### config.mk
export PLATFORM = sky130hd
export DESIGN_NAME = player_auth_ctrl
export DESIGN_NICKNAME = d
export VERILOG_FILES = /design/src/rtl/player_auth_pkg.sv /design/src/rtl/code_entry_buf.sv /design/src/rtl/player_auth_ctrl.sv
export SDC_FILE = /design/constraint.sdc
export NUM_CORES = 1
export LEC_CHECK = 0
export CORE_MARGIN = 4
export CORE_UTILIZATION = 35
export CTS_CLUSTER_SIZE = 14
export DETAILED_ROUTE_END_ITERATION = 8
export SYNTH_ARGS = -nofsm -noshare
export SYNTH_HDL_FRONTEND = slang
export SYNTH_HIERARCHICAL = 1
export SYNTH_SLANG_ARGS = --single-unit
### constraint.sdc
create_clock -name clk -period 2.54 [get_ports clk]
set_input_delay 0.254 -clock clk [delete_from_list [all_inputs] [get_ports clk]]
set_output_delay 0.254 -clock clk [all_outputs]
set_load 0.02 [all_outputs]
### src/rtl/player_auth_pkg.sv
// Shared types and defaults for the player login controller.
package player_auth_pkg;

  typedef enum logic [1:0] {
    ENTRY   = 2'd0,
    SCAN    = 2'd1,
    GRANTED = 2'd2,
    LOCKED  = 2'd3
  } state_t;

  localparam int ROM_LATENCY     = 1;
  localparam int DEF_DIGITS      = 4;
  localparam int DEF_DIGIT_W     = 4;
  localparam int DEF_NUM_PLAYERS = 8;
  localparam int DEF_ADDR_W      = 5;
  localparam int DEF_PID_W       = 3;

endpackage

### src/rtl/code_entry_buf.sv
// Keypad digit buffer: shifts digits in MSB-first, supports backspace and clear.
module code_entry_buf
  import player_auth_pkg::*;
#(
  parameter int DIGITS  = DEF_DIGITS,
  parameter int DIGIT_W = DEF_DIGIT_W
) (
  input  logic                        clk,
  input  logic                        rst,
  input  logic                        load_i,
  input  logic                        back_i,
  input  logic                        clear_i,
  input  logic [DIGIT_W-1:0]          digit_i,
  output logic [DIGITS*DIGIT_W-1:0]   code_o,
  output logic                        full_o
);

  localparam int CODE_W = DIGITS * DIGIT_W;
  localparam int CNT_W  = $clog2(DIGITS + 1);

  logic [CODE_W-1:0] code_q, code_d;
  logic [CNT_W-1:0]  cnt_q, cnt_d;

  // One slot left: the next load completes the code.
  assign full_o = (cnt_q == CNT_W'(DIGITS - 1));
  assign code_o = code_q;

  always_comb begin
    code_d = code_q;
    cnt_d  = cnt_q;
    if (clear_i) begin
      code_d = '0;
      cnt_d  = '0;
    end else if (load_i) begin
      code_d = {code_q[CODE_W-DIGIT_W-1:0], digit_i};
      cnt_d  = full_o ? '0 : cnt_q + 1'b1;
    end else if (back_i && (cnt_q != '0)) begin
      code_d = code_q >> DIGIT_W;
      cnt_d  = cnt_q - 1'b1;
    end
  end

  always_ff @(posedge clk) begin
    if (rst) begin
      code_q <= '0;
      cnt_q  <= '0;
    end else begin
      code_q <= code_d;
      cnt_q  <= cnt_d;
    end
  end

endmodule

### src/rtl/player_auth_ctrl.sv
// Player login controller: collects a code, scans the player-ID ROM, reports status.
// Optional brute-force lockout is built when PLAYER_AUTH_LOCKOUT_EN is defined.
module player_auth_ctrl
  import player_auth_pkg::*;
#(
  parameter int DIGITS      = DEF_DIGITS,
  parameter int DIGIT_W     = DEF_DIGIT_W,
  parameter int NUM_PLAYERS = DEF_NUM_PLAYERS,
  parameter int ADDR_W      = DEF_ADDR_W,
  parameter int PID_W       = DEF_PID_W,
  parameter int GUEST_PID   = 0,
  parameter int MAX_FAILS   = 3,
  parameter int LOCK_CYCLES = 1000
) (
  input  logic                      clk,
  input  logic                      rst,
  input  logic [DIGIT_W-1:0]        user_digit,
  input  logic                      user_load,
  input  logic                      user_back,
  input  logic                      logout,
  output logic [ADDR_W-1:0]         rom_addr,
  input  logic [DIGITS*DIGIT_W-1:0] rom_data,
  output logic                      matched_id,
  output logic [PID_W-1:0]          player_id,
  output logic                      is_guest,
  output logic                      busy,
  output logic                      auth_fail,
  output logic                      locked
);

  localparam int                CODE_W     = DIGITS * DIGIT_W;
  localparam logic [ADDR_W-1:0] LAST_ADDR  = ADDR_W'(NUM_PLAYERS - 1);
  localparam logic [ADDR_W-1:0] GUEST_ADDR = ADDR_W'(GUEST_PID);

  if ((NUM_PLAYERS > 2**ADDR_W) || (NUM_PLAYERS > 2**PID_W) || (MAX_FAILS < 1) ||
      (LOCK_CYCLES < 1) || (ROM_LATENCY != 1)) begin : g_bad_cfg
    $error("player_auth_ctrl: unsupported parameter set");
  end

  state_t            state_q, state_d;
  logic [ADDR_W-1:0] rom_addr_q, rom_addr_d;
  logic              data_vld_q;
  logic [ADDR_W-1:0] data_idx_q;
  logic              matched_q, matched_d;
  logic [PID_W-1:0]  pid_q, pid_d;
  logic              guest_q, guest_d;
  logic              fail_q, fail_d;
  logic [CODE_W-1:0] code;
  logic              full, buf_load, buf_back, buf_clear, hit, last_cmp;

`ifdef PLAYER_AUTH_LOCKOUT_EN
  localparam int FC_W = $clog2(MAX_FAILS + 1);
  localparam int LC_W = $clog2(LOCK_CYCLES + 1);
  logic [FC_W-1:0] fails_q, fails_d;
  logic [LC_W-1:0] lock_q, lock_d;
`endif

  assign buf_load  = (state_q == ENTRY) && user_load;
  assign buf_back  = (state_q == ENTRY) && user_back;
  assign buf_clear = (state_d == ENTRY) && (state_q != ENTRY);

  code_entry_buf #(.DIGITS(DIGITS), .DIGIT_W(DIGIT_W)) u_buf (
    .clk     (clk),
    .rst     (rst),
    .load_i  (buf_load),
    .back_i  (buf_back),
    .clear_i (buf_clear),
    .digit_i (user_digit),
    .code_o  (code),
    .full_o  (full)
  );

  // rom_data this cycle belongs to the address issued last cycle (data_idx_q).
  assign hit      = (state_q == SCAN) && data_vld_q && (rom_data == code);
  assign last_cmp = (state_q == SCAN) && data_vld_q && (data_idx_q == LAST_ADDR);

  always_comb begin
    state_d    = state_q;
    rom_addr_d = rom_addr_q;
    matched_d  = matched_q;
    pid_d      = pid_q;
    guest_d    = guest_q;
    fail_d     = 1'b0;
`ifdef PLAYER_AUTH_LOCKOUT_EN
    fails_d    = fails_q;
    lock_d     = lock_q;
`endif
    unique case (state_q)
      ENTRY: begin
        if (buf_load && full) begin
          state_d    = SCAN;
          rom_addr_d = '0;
        end
      end
      SCAN: begin
        if (rom_addr_q != LAST_ADDR) rom_addr_d = rom_addr_q + 1'b1;
        if (hit) begin
          state_d   = GRANTED;
          matched_d = 1'b1;
          pid_d     = PID_W'(data_idx_q);
          guest_d   = (data_idx_q == GUEST_ADDR);
`ifdef PLAYER_AUTH_LOCKOUT_EN
          fails_d   = '0;
`endif
        end else if (last_cmp) begin
          fail_d  = 1'b1;
          state_d = ENTRY;
`ifdef PLAYER_AUTH_LOCKOUT_EN
          if (fails_q != FC_W'(MAX_FAILS)) fails_d = fails_q + 1'b1;
          if (int'(fails_q) + 1 >= MAX_FAILS) begin
            state_d = LOCKED;
            lock_d  = LC_W'(LOCK_CYCLES - 1);
          end
`endif
        end
      end
      GRANTED: begin
        if (logout) begin
          state_d   = ENTRY;
          matched_d = 1'b0;
          pid_d     = '0;
          guest_d   = 1'b0;
        end
      end
      LOCKED: begin
`ifdef PLAYER_AUTH_LOCKOUT_EN
        if (lock_q == '0) begin
          state_d = ENTRY;
          fails_d = '0;
        end else begin
          lock_d = lock_q - 1'b1;
        end
`else
        state_d = ENTRY;
`endif
      end
      default: state_d = ENTRY;
    endcase
  end

  always_ff @(posedge clk) begin
    if (rst) begin
      state_q    <= ENTRY;
      rom_addr_q <= '0;
      data_vld_q <= 1'b0;
      matched_q  <= 1'b0;
      pid_q      <= '0;
      guest_q    <= 1'b0;
      fail_q     <= 1'b0;
`ifdef PLAYER_AUTH_LOCKOUT_EN
      fails_q    <= '0;
      lock_q     <= '0;
`endif
    end else begin
      state_q    <= state_d;
      rom_addr_q <= rom_addr_d;
      data_vld_q <= (state_q == SCAN);
      matched_q  <= matched_d;
      pid_q      <= pid_d;
      guest_q    <= guest_d;
      fail_q     <= fail_d;
`ifdef PLAYER_AUTH_LOCKOUT_EN
      fails_q    <= fails_d;
      lock_q     <= lock_d;
`endif
    end
  end

  always_ff @(posedge clk) begin
    data_idx_q <= rom_addr_q;
  end

  assign rom_addr   = rom_addr_q;
  assign matched_id = matched_q;
  assign player_id  = pid_q;
  assign is_guest   = guest_q;
  assign busy       = (state_q == SCAN);
  assign auth_fail  = fail_q;
`ifdef PLAYER_AUTH_LOCKOUT_EN
  assign locked     = (state_q == LOCKED);
`else
  assign locked     = 1'b0;
`endif

endmodule

**Yosys cells after proc, flatten, opt, wreduce, memory -nomap -nowiden**

Cells that the tools add are included.

- Output and inout bits: 13
- Logic and storage cells: 67
- Register bits after elaboration: 38

- Mux-type cells: 22
- Equality and inequality tests: 11
- Reductions and logical operators: 20
- Add/sub/neg operators: 3
- Bitwise gates (word level): 1

Operators with widths:

| operator | number |
|---|---|
| $mux W16 | 2 |
| $eq A16 B16 Y1 | 1 |
| $mux W3 | 5 |
| $mux W5 | 2 |
| $pmux W5 S2 | 1 |
| $logic_and A1 B1 Y1 | 8 |
| $mux W2 | 4 |
| $pmux W2 S4 | 1 |
| $reduce_bool A2 Y1 | 4 |
| $ne A2 B1 Y1 const B | 3 |
| $pmux W3 S2 | 1 |
| $reduce_and A3 Y1 | 2 |
| $add A5 B1 Y5 const B | 1 |
| $eq A5 B3 Y1 const B | 1 |
| $logic_not A5 Y1 | 1 |
| $ne A5 B3 Y1 const B | 1 |
| $eq A2 B2 Y1 const B | 2 |
| $logic_not A2 Y1 | 2 |
| $mux W1 | 4 |
| $pmux W1 S2 | 2 |
| $add A3 B1 Y3 const B | 1 |
| $eq A3 B2 Y1 const B | 1 |
| $reduce_bool A3 Y1 | 1 |
| $reduce_or A3 Y1 | 1 |
| 5 further kinds | 5 |

**Depth between registers and ports, before layout**

- Depth in word-level cells: 9
- Mapped depth: 9
- Mapped depth without buffers: 8

**By module**

Netlist, hierarchy kept.

By module, submodules not included:

| module | cells an instance | area an instance (um^2) | sequential area each (um^2) | instances |
|---|---|---|---|---|
| code_entry_buf | 112 | 934.6 | 380.4 | 1 |
| player_auth_ctrl | 99 | 932.1 | 380.4 | 1 |

**Worst setup path before layout**

Ideal clock, no wire load.

- Path kind: register to register
- Start point: register u_buf.code_q[5] (netlist: u_buf/code_o[5])
- End point: register u_buf.code_q[4] (netlist: u_buf/code_o[4])
- Data arrival time: 2.008 ns
- Clock period less this slack: 2.093 ns
- Data required time: 2.454 ns
- Path slack: 0.447 ns
- Stages on the path, launching flop included: 10
- Path buffers: 1
- Cell sequence: dfxtp_1 > xor2_1 > nor4_2 > nand4_2 > nor3_4 > a21oi_1 > nor2_1 > clkbuf_1 > o21ai_0 > a211oi_1

- Cells in the longest elaborated chain, start to end: 7

RTL lines:

| item | RTL line | RTL |
|---|---|---|
| start: declaration | code_entry_buf.sv:21 | `logic [CODE_W-1:0] code_q, code_d;` |
| start signal: assignment | code_entry_buf.sv:48 | `code_q <= code_d;` |
| $eq A16 B16 Y1 | player_auth_ctrl.sv:74 | `assign hit = (state_q == SCAN) && data_vld_q && (rom_data == code);` |
| $logic_and A1 B1 Y1 | player_auth_ctrl.sv:74 |  |
| $mux W2 | player_auth_ctrl.sv:97 | `if (hit) begin` |
| $pmux W2 S4 | player_auth_ctrl.sv:88 | `unique case (state_q)` |
| $logic_not A2 Y1 | player_auth_ctrl.sv:60 | `assign buf_clear = (state_d == ENTRY) && (state_q != ENTRY);` |
| $logic_and A1 B1 Y1 | player_auth_ctrl.sv:60 |  |
| net buf_clear | player_auth_ctrl.sv:49 | `logic full, buf_load, buf_back, buf_clear, hit, last_cmp;` |
| $reduce_or A2 Y1 (no line) | n/a |  |

The timed path passes the listed nets, and every way through them passes these cells.
A chain may end at the register's enable or synchronous reset.

**Worst setup path after layout**

- Start point: input rom_data[5]
- End point: register u_buf.code_q[2] (netlist: u_buf/code_o[2])

- Cells in the longest elaborated chain, start to end: 7

RTL lines:

| item | RTL line | RTL |
|---|---|---|
| start: declaration | player_auth_ctrl.sv:22 | `input logic [DIGITS*DIGIT_W-1:0] rom_data,` |
| $eq A16 B16 Y1 | player_auth_ctrl.sv:74 |  |
| $logic_and A1 B1 Y1 | player_auth_ctrl.sv:74 |  |
| $mux W2 | player_auth_ctrl.sv:97 |  |
| $pmux W2 S4 | player_auth_ctrl.sv:88 |  |
| $logic_not A2 Y1 | player_auth_ctrl.sv:60 |  |
| $logic_and A1 B1 Y1 | player_auth_ctrl.sv:60 |  |
| net buf_clear | player_auth_ctrl.sv:49 |  |
| $reduce_or A2 Y1 (no line) | n/a |  |

The timed path passes the listed nets, and every way through them passes these cells.

==> results.sh <==
export IMPL_status="finished, final reports clean"
export IMPL_grt_pass1_wl_microns=7410
export IMPL_port_buffers=36
export IMPL_startpoint="rom_data[5]"
export IMPL_diodes=0
export IMPL_leakagePower_nw=0.925
export IMPL_ctsLongestPathBuffers=2
export IMPL_final_area_sq_um=2440
export IMPL_start_kind="primary input"
export IMPL_final_util_pct=47.4
export IMPL_syn_cell_area_sq_um=1870
export IMPL_clk_pin_slew_worst_paths_ps=80
export IMPL_clockPowerShare_pct=40.4
export IMPL_rrSetupSlack_ps=500
export IMPL_p_seq_share_pct=42.8
export IMPL_cts_root_buf="clkbuf_8"
export IMPL_syn_num_nets=240
export IMPL_cts_tree="built"
export IMPL_wl_per_cell_microns=14.2
export IMPL_setup_viol=0
export IMPL_cts_setup_buffers=0
export IMPL_postPlaceCellArea_sq_um=2300
export IMPL_min_period_ps=2050
export IMPL_clkSinkCount=38
export IMPL_fin_ws_ps=491
export IMPL_multi_input_area_sq_um=1020
export IMPL_die_w_microns=81.0
export IMPL_crit_fanout=7
export IMPL_h_tree_depth=2
export IMPL_gp_congestion=0.809
export IMPL_worstHoldPathType="reg -> reg"
export IMPL_syn_avg_cell_area_sq_um=8.85
export IMPL_r2r_start="u_buf/code_o[5]"
export IMPL_relSlewSlack_pct=63.0
export IMPL_numCtsBuffers=5
export IMPL_rsz0062_at_grt="false"
export IMPL_layoutNonFillerInstCount=320
export IMPL_net_switching_power_mw=0.408
export IMPL_cp_required_ps=2750
export IMPL_drtIter0Drc=103
export IMPL_seq_area_sq_um=761
export IMPL_fillCellCount=525
export IMPL_fin_setup_tns_ps=0
export IMPL_grt_pass1_vias=1561
export IMPL_ant_nets=0
export IMPL_final_nets=278
export IMPL_grt_max_degree=16
export IMPL_dr_pass1_iters=4
export IMPL_via_per_inst=5.15
export IMPL_final_hold_violation_count=0
export IMPL_ys_flop_type="dfxtp_1"
export IMPL_synthArstFlopShare_pct=0
export IMPL_hpwl_microns=3310
export IMPL_drive_gt1_share_pct=8.80
export IMPL_cts_hold_buffers=0
export IMPL_antenna_found_initial=0
export IMPL_post_route_drc_count=0
export IMPL_comb_power_share_pct=16.8
export IMPL_initial_core_util_pct=36.3
export IMPL_row_count=26
export IMPL_fmax_mhz=488
export IMPL_fin_crit_sh_pct=80.7
export IMPL_drv_slew=0
export IMPL_grt_remaining_overflow=0
export IMPL_seq_area_frac_synth_pct=40.8
export IMPL_ir_worst_vdd_mv=0.366
export IMPL_area_growth_pct=30.6
export IMPL_critPathCaptureType="flop"
export IMPL_netlist_instances=211
export IMPL_core_area_sq_um=5140
export IMPL_io_pins=38
export IMPL_dpl_cell_count=312
export IMPL_p_int_mw=1.14
export IMPL_post_cts_resized=0
export IMPL_yosys_warnings=6
export IMPL_power_density_nw_per_um2=634
export IMPL_p_sw_share_pct=26.4
export IMPL_min_from="rom_addr[4]"
export IMPL_clock_latency_ps=290
export IMPL_place_ws_ps=184
export IMPL_setup_worst_path_class="in -> reg"
export IMPL_finClkSkew_ps=9.79
export IMPL_synth_seq_cells=38
export IMPL_critPathArrivalTime_ps=2260
export IMPL_synth_edf_count=0
export IMPL_fp_dieArea_sq_um=6570
export IMPL_via_count=1649
export IMPL_worst_pin_slew_ps=554
export IMPL_drt_total_wl_microns=4540
export IMPL_drv_cap=0
export IMPL_die_h_microns=81.0
export IMPL_track_usage_pct=14.6
export IMPL_synth_cell_types=42
[power groups by stage]
stage | Combinational (mW) | Sequential (mW) | Clock [mW]
after CTS | 0.258 | 0.661 | 0.636
after floorplan | 0.176 | 0.666 | 0
after global routing | 0.287 | 0.666 | 0.660
final | 0.260 | 0.661 | 0.625
after detailed placement | 0.255 | 0.675 | 0
after global placement | 0.258 | 0.676 | 0
[cell families after synthesis]
family,share of synthesized area (%)
mux,3.22
fa+ha+maj,2.68
other cells,0.201
simple gates,21.7
flops,40.8
compound gates,17.8
xor+xnor,8.91
buf+inv,4.76
[placed cells by master (no fill, tap or decap), drive strengths merged]
| cell type | Yosys | routed |
|---|---|---|
| dfxtp | 38 | 38 |
| clkdlybuf4s50 | 0 | 36 |
| nor2 | 20 | 20 |
| a211oi | 16 | 16 |
| xor2 | 15 | 15 |
| nand2 | 15 | 15 |
| o21ai | 14 | 14 |
| nor4 | 8 | 8 |
| o211ai | 7 | 7 |
| buf | 7 | 7 |
| nand2b | 6 | 6 |
| a21oi | 6 | 6 |
| mux2i | 6 | 6 |
| inv | 6 | 6 |
| nand4 | 6 | 6 |
| clkbuf | 5 | 5 |
| xnor2 | 4 | 4 |
| ha | 4 | 4 |
| and3 | 4 | 4 |
| nand3 | 3 | 3 |
| a31oi | 3 | 3 |
| and2 | 2 | 2 |
| o21a | 2 | 2 |
| bufinv | 0 | 2 |
| nor2b | 2 | 2 |
| or3 | 2 | 2 |
| nor3 | 2 | 2 |
| nand4bb | 1 | 1 |
| nor4bb | 1 | 1 |
| o311a | 1 | 1 |
| o31ai | 1 | 1 |
| o22ai | 1 | 1 |
| conb | 1 | 1 |
| clkinv | 0 | 1 |
| or4 | 1 | 1 |
| or2 | 1 | 1 |
[flip-flops by register name, indices dropped and copies added (netlist names), 2 cells and up]
| register | flops |
|---|---|
| u_buf/cnt_q | 3 |
| player_id | 3 |
| u_buf/code_o | 16 |
| data_idx_q | 5 |
| state_q | 2 |
| rom_addr | 5 |
[worst max-delay path, cell delays in order]
cell	delay, ps
clkdlybuf4s50_1	430
xor2_1	160
nor4_2	330
nand4_2	190
nor3_4	210
a21oi_1	80
nor2_1	150
buf_4	170
o21ai_0	100
a211oi_1	180
[path summary, 6_finish.rpt]
path | depth (start not counted) | endpoint
worst min-delay path | 0 | data_idx_q[4]
worst min register to register | 0 | data_idx_q[4]
worst max-delay path | 10 | u_buf/code_o[2]
worst max register to register | 9 | u_buf/code_o[2]
[synth_stat cells (all sizes together), types with 3 or more instances]
cell	number	area share, %
dfxtp	38	41
nor2	20	4.0
a211oi	16	6.4
nand2	15	3.2
xor2	15	7.0
o21ai	14	3.8
nor4	8	3.0
buf	7	2.5
o211ai	7	2.8
a21oi	6	1.6
inv	6	1.2
mux2i	6	3.2
nand2b	6	2.0
nand4	6	2.3
clkbuf	5	1.0
and3	4	1.3
ha	4	2.7
xnor2	4	1.9
a31oi	3	1.0
nand3	3	0.80
[layer usage]
layer	track usage (%)	up-vias	wire, microns
met2	22.4	53	2090
met1	20.1	754	2060
met4	5.07	0	45
li1	-	837	-
met5	0	-	0
met3	3.33	5	338
[cell type report]
| class | count | share of cell area (%) |
|---|---|---|
| sequential | 38 | 31.2 |
| tap | 70 | 3.59 |
| multi-input combinational | 155 | 41.7 |
| inverter | 6 | 0.924 |
| timing repair buffer | 43 | 16.9 |
| clock inverter | 3 | 2.82 |
| clock buffer | 5 | 2.82 |
[metrics by stage]
step	power, mW	hold slack, ps
after floorplan	0.842	430
after global placement	0.934	396
after detailed placement	0.930	405
after CTS	1.56	417
after global routing	1.61	422
final	1.55	415
No activity file was read; power rests on OpenSTA's default activity.
==> RTL edit 1: new RTL, config.mk and constraints unchanged <==
Add a define of `PLAYER_AUTH_LOCKOUT_EN`.
--- a/src/rtl/player_auth_ctrl.sv
+++ b/src/rtl/player_auth_ctrl.sv
@@ -1,5 +1,7 @@
 // Player login controller: collects a code, scans the player-ID ROM, reports status.
 // Optional brute-force lockout is built when PLAYER_AUTH_LOCKOUT_EN is defined.
+`define PLAYER_AUTH_LOCKOUT_EN
+
 module player_auth_ctrl
   import player_auth_pkg::*;
 #(
Function: same outputs for any inputs over 10 cycles, from zero or initial values and one cycle with rst high; that may be too few to reach the edited logic, so the function may still have changed.
==> RTL edit 1 against the unedited design <==
- largest power group unchanged
- final cell count increased by 35%
- clock skew fell by 3.7 ps
- worst setup slack worse by 230 ps
- total power up 3.6%
- cell area increased by 28%
- routed wire length rose by 35%
- sequential cell count up 12
- area after synthesis increased by 37%
==> RTL edit 1: results (changes against the unedited design) <==
Run status - finished, final reports clean (unchanged)
Worst Skew - 6.14 ps (was 9.79 ps)
Initial antenna violation count - 0 (unchanged)
PortBufs - 37 (was 36)
Cts bufs inserted - 5 (unchanged)
Leak - 1.12 nW (was 0.925 nW)
Slowest-stage cell, CP - a21oi_2 (was clkdlybuf4s50_1)
Commonest cells post-synth - 50 x dfxtp_1, 29 x nor2_1, 21 x nand2_1 (was 38 x dfxtp_1, 20 x nor2_1, 16 x a211oi_1)
Worst setup path end - lock_q[9] (was u_buf/code_o[2])
Synth async-reset ratio - 0 (unchanged)
Crit start category - register (was primary input)
Fill cells - 710 (was 525)
Placement Cell Area - 0.00302 mm2 (was 0.00230 mm2)
Post-synthesis adder-cell area fraction - 0.0343 (was 0.0268)
Count of cell types in the netlist - 47 (was 42)
Met2 Usage GRT - 0.233 (was 0.224)
Sequential area share after synthesis - 0.393 (was 0.408)
CP Max Fanout - 11 (was 7)
1st-pass router iterations - 4 (unchanged)
Final nets - 368 (was 278)
GPL Wtd Cong - 0.776 (was 0.809)
Post-Synth XOR/XNOR Area - 0.0653 (was 0.0891)
Layout cells sized above 1 - 0.0861 (was 0.0880)
Met1 GRT Util - 0.203 (was 0.201)
Final HPWL DP - 4.58 mm (was 3.31 mm)
Largest net degree at the start of global routing - 24 (was 16)
Area contributors post-synth - dfxtp_1 39%, a211oi_1 5.3%, xnor2_1 5.2%, nor2_1 4.3%, ha_1 3.4% (was dfxtp_1 41%, xor2_1 7.0%, a211oi_1 6.4%, nor2_1 4.0%, o21ai_0 3.5%)
1st-iter DRT viols - 113 (was 103)
Worst reg2reg path depth - 8 (was 9)
Mux share of post-synthesis cell area - 0.0118 (was 0.0322)
CP top delay family - compound AO/OA/AOI/OAI gates (was simple AND/OR/NAND/NOR gates)
Clock root buffer - clkbuf_8 (unchanged)
CP arrival - 2490 ps (was 2260 ps)
DR vias/cell - 5.27 (was 5.15)
Synth Net Count - 331 (was 240)
CP peak stage delay - 450 ps (was 430 ps)
Mapped Avg Cell Area - 8.53 um2 (was 8.85 um2)
Gr usage total - 0.150 (was 0.146)
Vias in the first global route - 2190 (was 1561)
Post-synthesis compound-gate area fraction - 0.204 (was 0.178)
Number of antenna diodes - 0 (unchanged)
R2r startpoint - lock_q[0] (was u_buf/code_o[5])
Met3 Use GR - 0.0290 (was 0.0333)
Setup slack, reg-to-reg - 260 ps (was 500 ps)
Worst VDD drop - 0.236 mV (was 0.366 mV)
Area occupied by multi-input gates - 0.00144 mm2 (was 0.00102 mm2)
Minimum clock period - 2280 ps (was 2050 ps)
First-pass GRT wire length - 10.5 mm (was 7.41 mm)
Worst-Margin Slew - 570 ps (was 554 ps)
Worst hold path type - register to register (unchanged)
Routed len/inst - 14.1 um (was 14.2 um)
[RTL edit 1: final cells by class]
type,count,share of cell area
Clock buffer,6,0.0264
Sequential cell,50,0.321
Clock inverter,2,0.00401
Tap cell,96,0.0385
Timing Repair Buffer,44,0.135
Inverter,12,0.0144
Multi-Input combinational cell,223,0.461
[RTL edit 1: metal layers]
metal  vias to the layer above  routed length (um)
met2                        57                2830
met5                         -                   0
met3                        10                 300
met1                      1058                2890
li1                       1157                   -
met4                         0                 110
[RTL edit 1: how the worst min path moves through the flow]
| stage | end | startpoint | depth (start not counted) | slack, ps |
|---|---|---|---|---|
| final | data_idx_q[4] | rom_addr[4] | 0 | 410 |
| after floorplan | u_buf/cnt_q[2] | rst | 2 | 430 |
| after CTS | data_idx_q[4] | rom_addr[4] | 0 | 410 |
| after global placement | data_idx_q[4] | rom_addr[4] | 0 | 400 |
| after detailed placement | data_idx_q[4] | rom_addr[4] | 0 | 390 |
| after global routing | data_idx_q[4] | rom_addr[4] | 0 | 420 |
[RTL edit 1: kinds of logic after synthesis]
group                    count (synthesis)
AO/OA/AOI/OAI                           78
XOR/XNOR                                19
adder cells (fa/ha/maj)                  7
buffers and inverters                   26
flip-flops                              50
multiplexers                             3
AND/OR/NAND/NOR                        116
[RTL edit 1: per-stage QoR]
stage	instances	worst slack, ps	hold WS (ps)	total power [mW]
global placement	425	239	398	1.13
CTS	433	217	406	1.62
detailed placement	425	209	394	1.13
finish	433	262	409	1.60
global route	433	11.8	422	1.69
floorplan	299	415	430	1.04
[RTL edit 1: report_power, final]
group | leakage [nW] | total (mW) | switching (mW) | internal (mW)
clock | 0.0472 | 0.485 | 0.265 | 0.219
combinational | 0.670 | 0.267 | 0.146 | 0.121
sequential | 0.406 | 0.850 | 0.0327 | 0.817
total | 1.12 | 1.60 | 0.444 | 1.16
==> RTL edit 2: new RTL, same flow settings <==
Without the edit above. `rom_addr_q` no longer has a reset.
--- a/src/rtl/player_auth_ctrl.sv
+++ b/src/rtl/player_auth_ctrl.sv
@@ -141,7 +141,6 @@
   always_ff @(posedge clk) begin
     if (rst) begin
       state_q    <= ENTRY;
-      rom_addr_q <= '0;
       data_vld_q <= 1'b0;
       matched_q  <= 1'b0;
       pid_q      <= '0;
@@ -153,7 +152,6 @@
 `endif
     end else begin
       state_q    <= state_d;
-      rom_addr_q <= rom_addr_d;
       data_vld_q <= (state_q == SCAN);
       matched_q  <= matched_d;
       pid_q      <= pid_d;
@@ -164,6 +162,10 @@
       lock_q     <= lock_d;
 `endif
     end
+  end
+
+  always_ff @(posedge clk) begin
+    rom_addr_q <= rom_addr_d;
   end
 
   always_ff @(posedge clk) begin
Function: differs if rst is asserted again (counterexample within 10 cycles, from zero or initial values and one cycle with rst high); with rst held inactive, the same outputs for 10 cycles.
==> RTL edit 2 against the unedited design <==
- routed wire length down 1.4%
- cell area decreased by 0.56%
- total power fell by 11%
- largest power group unchanged
- worst setup slack improved by 75 ps
- first-iteration DRC count shrank 66%
- sequential cell count did not move
- utilization shrank 0.86 points
- area after synthesis grew 2.7%
- via count down 1.2%
- sequential power up 3.5%
- final cell count grew 0.31%
- combinational power grew 6%
==> RTL edit 2: results (changes against the unedited design) <==
Run status - finished, final reports clean (unchanged)
Fill cells - 540 (was 525)
Routed len/inst - 13.9 um (was 14.2 um)
Post-synthesis adder-cell area fraction - 0.0261 (was 0.0268)
Clock share of power - 0.301 (was 0.404)
Vias in the first global route - 1523 (was 1561)
Switching fraction of total power - 0.285 (was 0.264)
Met2 Usage GRT - 0.231 (was 0.224)
Largest net degree at the start of global routing - 18 (was 16)
Met1 GRT Util - 0.196 (was 0.201)
Gr usage total - 0.146 (about the same)
Met3 Use GR - 0.0362 (was 0.0333)
Leak - 0.908 nW (was 0.925 nW)
Drt total wl - 4.48 mm (was 4.54 mm)
CP arrival - 2170 ps (was 2260 ps)
Placed insts - 314 (was 312)
Layout cells sized above 1 - 0.0757 (was 0.0880)
GPL Wtd Cong - 0.751 (was 0.809)
Placement Cell Area - 0.00234 mm2 (was 0.00230 mm2)
Worst VDD drop - 0.240 mV (was 0.366 mV)
Post-synthesis compound-gate area fraction - 0.164 (was 0.178)
Worst Skew - 2.34 ps (was 9.79 ps)
Synth Net Count - 244 (was 240)
1st-iter DRT viols - 35 (was 103)
Final nets - 280 (was 278)
Count of cell types in the netlist - 39 (was 42)
Sequential area share after synthesis - 0.423 (was 0.408)
Crit share post-route - 0.777 (was 0.807)
Max_slew headroom - 0.502 (was 0.630)
Mapped Avg Cell Area - 8.92 um2 (was 8.85 um2)
Met3 routed WL - 256 um (was 338 um)
Commonest cells post-synth - 33 x dfxtp_1, 20 x nor2_1, 18 x xor2_1 (was 38 x dfxtp_1, 20 x nor2_1, 16 x a211oi_1)
Mux share of post-synthesis cell area - 0.0261 (was 0.0322)
Hold Slack - 461 ps (was 415 ps)
Routed met1 length - 2.09 mm (was 2.06 mm)
Comb power - 0.275 mW (was 0.260 mW)
RTL edit 2: cell type report:
type / count / area (um2) / area share
Clock buffer: 7 / 86.3 / 0.0356
Multi-Input combinational cell: 158 / 1010 / 0.417
Inverter: 6 / 22.5 / 0.00929
Sequential cell: 38 / 811 / 0.334
Tap cell: 70 / 87.6 / 0.0361
Timing Repair Buffer: 42 / 405 / 0.167
RTL edit 2: path summary, 6_finish.rpt:
kind | startpoint | end | slack, ps | cells past startpoint
worst min register to register | player_id[2] | player_id[2] | 460 | 2
worst min-delay path | player_id[2] | player_id[2] | 460 | 2
worst max register to register | u_buf/code_o[4] | u_buf/code_o[9] | 620 | 8
worst max-delay path | rom_data[4] | u_buf/code_o[9] | 570 | 9
RTL edit 2: metrics by stage:
stage                     setup slack [ps]  total power, mW
after global placement                 298            0.974
final                                  566             1.37
after floorplan                        476            0.876
after CTS                              535             1.39
after detailed placement               272            0.974
after global routing                   351             1.46
